## src/rtl/approx_mul_controller.sv

```systemverilog
// Batch sequencer for the approximate-multiplier datapath: file load, eight
// fetch/search/multiply/rescale/write passes over the operand pairs, file dump.
//
// state | meaning
// IDLE  | waiting for start, all outputs low
// INIT  | pulse readFile, clear lastPair
// LDA   | capture A from the input RAM, advance RAM address
// LDB   | capture B, advance RAM address, latch last-pair carry
// SRCHA | walk counter A down to the leading one (or bit 7)
// SRCHB | walk counter B down to the leading one (or bit 7)
// MUL   | result <= extended product
// SHFT  | result <= rescaled (shifted) product
// WR    | write result to output RAM, rewind A/B counters
// DUMP  | pulse writeFile
// DONE  | pulse done
module approx_mul_controller (
  input  logic clk,
  input  logic rst,
  input  logic start,
  input  logic coCntRam,
  input  logic coA,
  input  logic coB,
  input  logic signA,
  input  logic signB,
  output logic enCntRam,
  output logic enReadInRam,
  output logic enWriteInRam,
  output logic enReadOutRam,
  output logic enWriteOutRam,
  output logic loadA,
  output logic loadB,
  output logic enCntA,
  output logic enCntB,
  output logic loadOut,
  output logic select,
  output logic readFile,
  output logic writeFile,
  output logic busy,
  output logic done
);

  typedef enum logic [3:0] {
    IDLE, INIT, LDA, LDB, SRCHA, SRCHB, MUL, SHFT, WR, DUMP, DONE
  } stateT;

  stateT state, nextState;
  logic  lastPair;

  always_ff @(posedge clk) begin
    if (rst) state <= IDLE;
    else     state <= nextState;
  end

  // coCntRam is only meaningful in LDB, before the RAM counter wraps.
  always_ff @(posedge clk) begin
    if (rst)                lastPair <= 1'b0;
    else if (state == INIT) lastPair <= 1'b0;
    else if (state == LDB)  lastPair <= coCntRam;
  end

  always_comb begin
    nextState     = state;
    enCntRam      = 1'b0;
    enReadInRam   = 1'b0;
    enWriteInRam  = 1'b0;
    enReadOutRam  = 1'b0;
    enWriteOutRam = 1'b0;
    loadA         = 1'b0;
    loadB         = 1'b0;
    enCntA        = 1'b0;
    enCntB        = 1'b0;
    loadOut       = 1'b0;
    select        = 1'b0;
    readFile      = 1'b0;
    writeFile     = 1'b0;
    done          = 1'b0;
    busy          = (state != IDLE);
    case (state)
      IDLE: if (start) nextState = INIT;
      INIT: begin
        readFile  = 1'b1;
        nextState = LDA;
      end
      LDA: begin
        enReadInRam = 1'b1;
        loadA       = 1'b1;
        enCntRam    = 1'b1;
        nextState   = LDB;
      end
      LDB: begin
        enReadInRam = 1'b1;
        loadB       = 1'b1;
        enCntRam    = 1'b1;
        nextState   = SRCHA;
      end
      // Leaving a search state never counts, even when sign and carry coincide.
      SRCHA: begin
        if (!signA && !coA) enCntA    = 1'b1;
        else                nextState = SRCHB;
      end
      SRCHB: begin
        if (!signB && !coB) enCntB    = 1'b1;
        else                nextState = MUL;
      end
      MUL: begin
        select    = 1'b1;
        loadOut   = 1'b1;
        nextState = SHFT;
      end
      SHFT: begin
        loadOut   = 1'b1;
        nextState = WR;
      end
      WR: begin
        enWriteOutRam = 1'b1;
        nextState     = lastPair ? DUMP : LDA;
      end
      DUMP: begin
        writeFile = 1'b1;
        nextState = DONE;
      end
      DONE: begin
        done      = 1'b1;
        nextState = IDLE;
      end
      default: nextState = IDLE;
    endcase
  end

endmodule

```

## config.mk

```make
export PLATFORM = sky130hd
export DESIGN_NAME = approx_mul_controller
export DESIGN_NICKNAME = d
export VERILOG_FILES = /design/src/rtl/approx_mul_controller.sv
export SDC_FILE = /design/constraint.sdc
export NUM_CORES = 1
export LEC_CHECK = 0
export ABC_AREA = 1
export ABC_CLOCK_PERIOD_IN_PS = 2250
export BUFFER_PORTS_ARGS = -buffer_cell sky130_fd_sc_hd__buf_4
export CORE_AREA = 2 2 39 41
export DETAILED_ROUTE_END_ITERATION = 16
export DIE_AREA = 0 0 41 43
export PLACE_DENSITY_LB_ADDON = 0.1
export SYNTH_ARGS = -nofsm -noshare
export SYNTH_HDL_FRONTEND = slang
export SYNTH_SLANG_ARGS = --single-unit
```

## constraint.sdc

```tcl
create_clock -name clk -period 2.25 [get_ports clk]
set_input_delay 0.225 -clock clk [delete_from_list [all_inputs] [get_ports clk]]
set_output_delay 0.225 -clock clk [all_outputs]
set_load 0.03 [all_outputs]
```

After elaboration in Yosys (flattened, before gate mapping)
Index checks and enable logic that the tools add are counted.
W data, S select, Z words.
{ "totals": {"regBits": 5, "input_bits": 8, "out_inout_bits": 15, "elab_cells": 45} }
{ "op_classes": {"eq_ne": 13, "mux": 18, "reduce_logical": 12} }
{ "ops": {"columns": ["operator", "count"], "rows": [
  ["$pmux W4 S10", 1],
  ["$eq A4 B3 Y1 const B", 4],
  ["$mux W4", 4],
  ["$mux W1", 13],
  ["$eq A4 B4 Y1 const B", 3],
  ["$eq A4 B2 Y1 const B", 2],
  ["$ne A2 B2 Y1 const B", 3],
  ["$reduce_or A2 Y1", 3],
  ["$eq A4 B1 Y1 const B", 1],
  ["$logic_not A1 Y1", 4],
  ["$logic_not A4 Y1", 1],
  ["$reduce_bool A4 Y1", 1],
  ["$reduce_and A3 Y1", 1],
  ["$logic_and A1 B1 Y1", 2]
]} }

Depth between registers and ports, before layout
{ "logic_depth": {"word_depth": 4, "depth_mapped": 8, "mapped_depth_nobuf": 8} }

Worst setup path before layout
No wires, ideal clock.
{ "synth_path": {"path_type": "reg-to-output", "from": "reg state[3]", "to": "out enReadInRam", "t_arrival_ns": 1.349, "required_time_ns": 2.025, "setup_slack_ns": 0.676, "stages_incl_launch_ff": 5, "path_buffers": 1, "cell_sequence": "dfxtp_1 nor2_1 inv_1 nor2_1 buf_4"} }
{ "synth_via": {"elab_chain_cells": 3, "elab_cells_between_ends": 4, "cone_classes": "2 x eq/ne; 1 x mux; 1 x reduce/logical"} }
{ "synth_rtl": {"columns": ["item", "line", "rtl"], "rows": [
  ["start, declared", "46", "stateT state, nextState;"],
  ["start signal, assigned", "51", "else state <= nextState;"],
  ["$eq A4 B2 Y1", null, null],
  ["$reduce_or A2 Y1 (no line) (*)", null, null],
  ["$mux W1 (*)", null, null],
  ["end, declared", "26", "output logic enReadInRam,"]
]} }
Mark *: on every way between the ends. The rest lies on a longest branch, timed or not.

Final worst setup path
{ "layout_path": {"from": "reg state[3]", "to": "out enCntRam"} }
{ "layout_via": {"elab_chain_cells": 3, "elab_cells_between_ends": 4, "cone_classes": "2 x eq/ne; 1 x mux; 1 x reduce/logical"} }
{ "layout_rtl": {"columns": ["item", "line", "rtl"], "rows": [
  ["$eq A4 B2 Y1", "78", "case (state)"],
  ["$reduce_or A2 Y1 (no line) (*)", null, null],
  ["$mux W1 (*)", "78", null],
  ["end, declared", "25", "output logic enCntRam,"]
]} }
Marks and branches as above.

==> summary.md <==
| Metric | Value |
|---|---|
| Portion of total power attributed to the clock network | `32.2%` |
| Final Hold Fails | `0` |
| Final std cell area, no fill | `559 um^2` |
| Clock-pin slew on the worst setup and hold paths | `around 40 ps` |
| Placed Instances | `99` |
| Area of the die | `~1800 um^2` |
| Leakage power | `0.330 nW` |
| Routed WL | `867 um` |
| Final RePlAce weighted congestion | `0.775` |
| Post-synth cell types | `16` |
| Share of final-layout standard cells stronger than drive strength 1 | `roughly two fifths` |
| Internal power of the cells | `201 uW` |
| CTS tree | `built` |
| Fill count | `160` |
| Max Transition Viols Final | `0` |
| Number of cells on the worst reg-to-reg path | `7` |
| Max H-tree Level | `1` |
| GRT overflow | `0` |
| Setup TNS | `0 ps` |
| Via density per instance | `4.05` |
| Data arrival time of the critical path | `around 1300 ps` |
| Setup crit start kind | `flop` |
| Library cell appearing most often on the critical path | `sky130_fd_sc_hd__nor2_1` |
| Post-Synthesis Cells | `65` |
| Sequential share of the synthesized area | `between 20% and 30%` |
| Area after detailed placement | `533 um^2` |
| Half-perimeter wire length of the detailed placement result | `752 um` |
| # Max-Cap Violations | `0` |
| Placeable core region | `1380 um^2` |
| Maximum number of pins on one net before global-route repair | `7` |
| Share of power burned in registers | `33.1%` |
| Worst-path cell chain | `nor2_1 -> inv_1 -> nor2_1 -> buf_4` |
| Cell class contributing the biggest share of worst-path delay | `simple AND/OR/NAND/NOR gates` |
| Slowest stage cell on the critical path | `sky130_fd_sc_hd__dfxtp_1` |
| Final critical delay including setup and external delays | `around 1500 ps` |
| Relative contribution of combinational cells to total power | `34.7%` |
| Count of buffers added by post-CTS timing repair for setup | `0` |
| Ant. Diodes | `0` |
| Mean instance size in the synthesized netlist | `5.87 um^2` |
| Count of input and output buffers | `20` |
| Vias in the first global route | `between 300 and 400` |
| Area Overhead vs Synth | `46.6%` |
| Net switching power | `110 uW` |
| Number of stages on the worst setup path | `4` |
| Pwr dens | `554 nW/um^2` |
| Number of synthesis warnings | `0` |
| First-pass GRT wire length | `roughly 1.5 mm` |
| Number of buffers created by CTS | `3` |
| Endpoints failing setup | `0` |
| Total global routing track utilization | `roughly an eighth` |
| Worst-Skew Late Latency | `240 ps` |
| Max Fanout on Critical Path | `5` |
| Width of the chip | `41 um` |
| Initial antenna violation count | `0` |
| Root Buffer | `sky130_fd_sc_hd__clkbuf_4` |
| Number of core rows | `14` |
| 1st-pass router iterations | `4` |
| Crit path required time | `2030 ps` |
| Iteration-0 DRC count of the detailed router | `6` |
| Nets | `96` |
| Average wire length per cell after detail routing | `8.42 um` |
| Finished Layout Cells | `103` |
| Path type of the worst min-delay path | `in -> reg` |
| Type of the worst setup path | `reg -> out` |
| Quantity of gates resized following cts | `0` |
| CTS Buffer Depth | `2` |
| Post-CTS Hold Buffers | `0` |
| Post-layout util | `between 40% and 50%` |
| Final setup skew | `1.65 ps` |
| Post-Place Worst Slack | `~1000 ps` |
| Via count | `between 400 and 500` |
| Post-synth design cell area | `382 um^2` |
| Routed Antenna Nets | `0` |
| Post-route DRC | `0` |
| Post-route setup slack | `764 ps` |
| Maximum vdd ir drop | `325 uV` |
| Result of the run | `finished, final reports clean` |
| Nature of the critical path endpoint | `output pin` |
| Fmax achieved | `0.673 GHz` |
| Number of register bits inferred by synthesis | `5` |
| Top Ports | `23` |
| Number of cells on the worst hold path | `2` |
| Die span in y | `43 um` |
| # clock sinks | `5` |
| Initial core utilization | `27.6%` |
| Switch share | `35.3%` |
| Unrepaired setup endpoints after global routing | `false` |
| Total buffers and inverters traversed by the critical path | `2` |
| Slowest cell delay on critical path | `340 ps` |
| Crit share post-route | `between 60% and 70%` |
## Yosys cell counts
master | number | area, um^2
sky130_fd_sc_hd__a21oi_1 | 3 | 15.0
sky130_fd_sc_hd__buf_4 | 3 | 22.5
sky130_fd_sc_hd__conb_1 | 1 | 3.75
sky130_fd_sc_hd__dfxtp_1 | 5 | 100
sky130_fd_sc_hd__inv_1 | 9 | 33.8
sky130_fd_sc_hd__inv_2 | 5 | 18.8
sky130_fd_sc_hd__nand2_1 | 9 | 33.8
sky130_fd_sc_hd__nand2_2 | 2 | 12.5
sky130_fd_sc_hd__nand3_1 | 4 | 20.0
sky130_fd_sc_hd__nand3b_1 | 1 | 7.51
sky130_fd_sc_hd__nor2_1 | 15 | 56.3
sky130_fd_sc_hd__nor2_2 | 3 | 18.8
sky130_fd_sc_hd__nor2_4 | 1 | 11.3
sky130_fd_sc_hd__nor3_1 | 2 | 10.0
sky130_fd_sc_hd__nor4_2 | 1 | 12.5
sky130_fd_sc_hd__o21ai_0 | 1 | 5.00
## power groups by stage
stage / clock network, mW / registers [mW] / logic, mW
4_1_cts: 0.106 / 0.103 / 0.109
2_1_floorplan: 0 / 0.103 / 0.0765
6_report: 0.0998 / 0.103 / 0.108
3_3_place_gp: 0 / 0.104 / 0.110
5_1_grt: 0.113 / 0.103 / 0.119
3_5_place_dp: 0 / 0.104 / 0.108
## cells by family after synthesis
family	count (synthesis)	synth area share (%)
compound gates	4	5.24
buf+inv	17	19.7
flops	5	26.2
other cells	1	0.983
simple gates	38	47.9
## metrics by stage
step                power (mW)  hold slack, ps
floorplan                0.179             294
global placement         0.214             436
detailed placement       0.212             436
CTS                      0.317             181
global route             0.335             184
finish                   0.310             189
## routing by layer
| layer | GRT usage (%) | part of all wire (%) |
|---|---|---|
| met1 | 16.5 | 45 |
| met2 | 16.6 | 48 |
| met3 | 3.14 | 6.6 |
| met4 | 10.0 | 0 |
| met5 | 0 | 0 |
## sequential cells by signal, indices dropped and copies added, names as in the netlist
| signal | flops |
|---|---|
| lastPair | 1 |
| state | 4 |
## layout make-up
class	count	area [um^2]	share of cell area (%)
multi-input cells	44	210	37.6
repair buffers	20	150	26.8
flip-flops and latches	5	100	17.9
inverters	14	52.6	9.40
clock buffers	4	26.3	4.70
well taps	16	20.0	3.58
## final timing paths
| check | to | slack (ps) | from |
|---|---|---|---|
| setup / recovery | enCntRam | 760 | state[3] |
| hold / removal | state[2] | 190 | rst |
| setup reg to reg | state[0] | 1090 | state[2] |
| hold reg to reg | lastPair | 550 | lastPair |
## layout by cell type (no fill, tap or decap), types with 2 or more instances in the layout
| master | n |
|---|---|
| sky130_fd_sc_hd__nand2_2 | 2 |
| sky130_fd_sc_hd__a21oi_1 | 3 |
| sky130_fd_sc_hd__clkbuf_4 | 3 |
| sky130_fd_sc_hd__nand3_1 | 4 |
| sky130_fd_sc_hd__nor2_1 | 15 |
| sky130_fd_sc_hd__nand2_1 | 9 |
| sky130_fd_sc_hd__buf_4 | 20 |
| sky130_fd_sc_hd__inv_1 | 9 |
| sky130_fd_sc_hd__nor2_2 | 3 |
| sky130_fd_sc_hd__inv_2 | 5 |
| sky130_fd_sc_hd__nor3_1 | 2 |
| sky130_fd_sc_hd__dfxtp_1 | 5 |
| sky130_fd_sc_hd__conb_1 | 2 |
## worst reg2reg max path: stages, from the launching register on
cell	delay [ps]
sky130_fd_sc_hd__dfxtp_1	350
sky130_fd_sc_hd__inv_1	80
sky130_fd_sc_hd__nor2_2	180
sky130_fd_sc_hd__nand3_1	130
sky130_fd_sc_hd__nand3_1	140
sky130_fd_sc_hd__nor2_1	50
sky130_fd_sc_hd__nor2_1	90
sky130_fd_sc_hd__nor2_1	50
No activity file was read; power rests on OpenSTA's default activity.
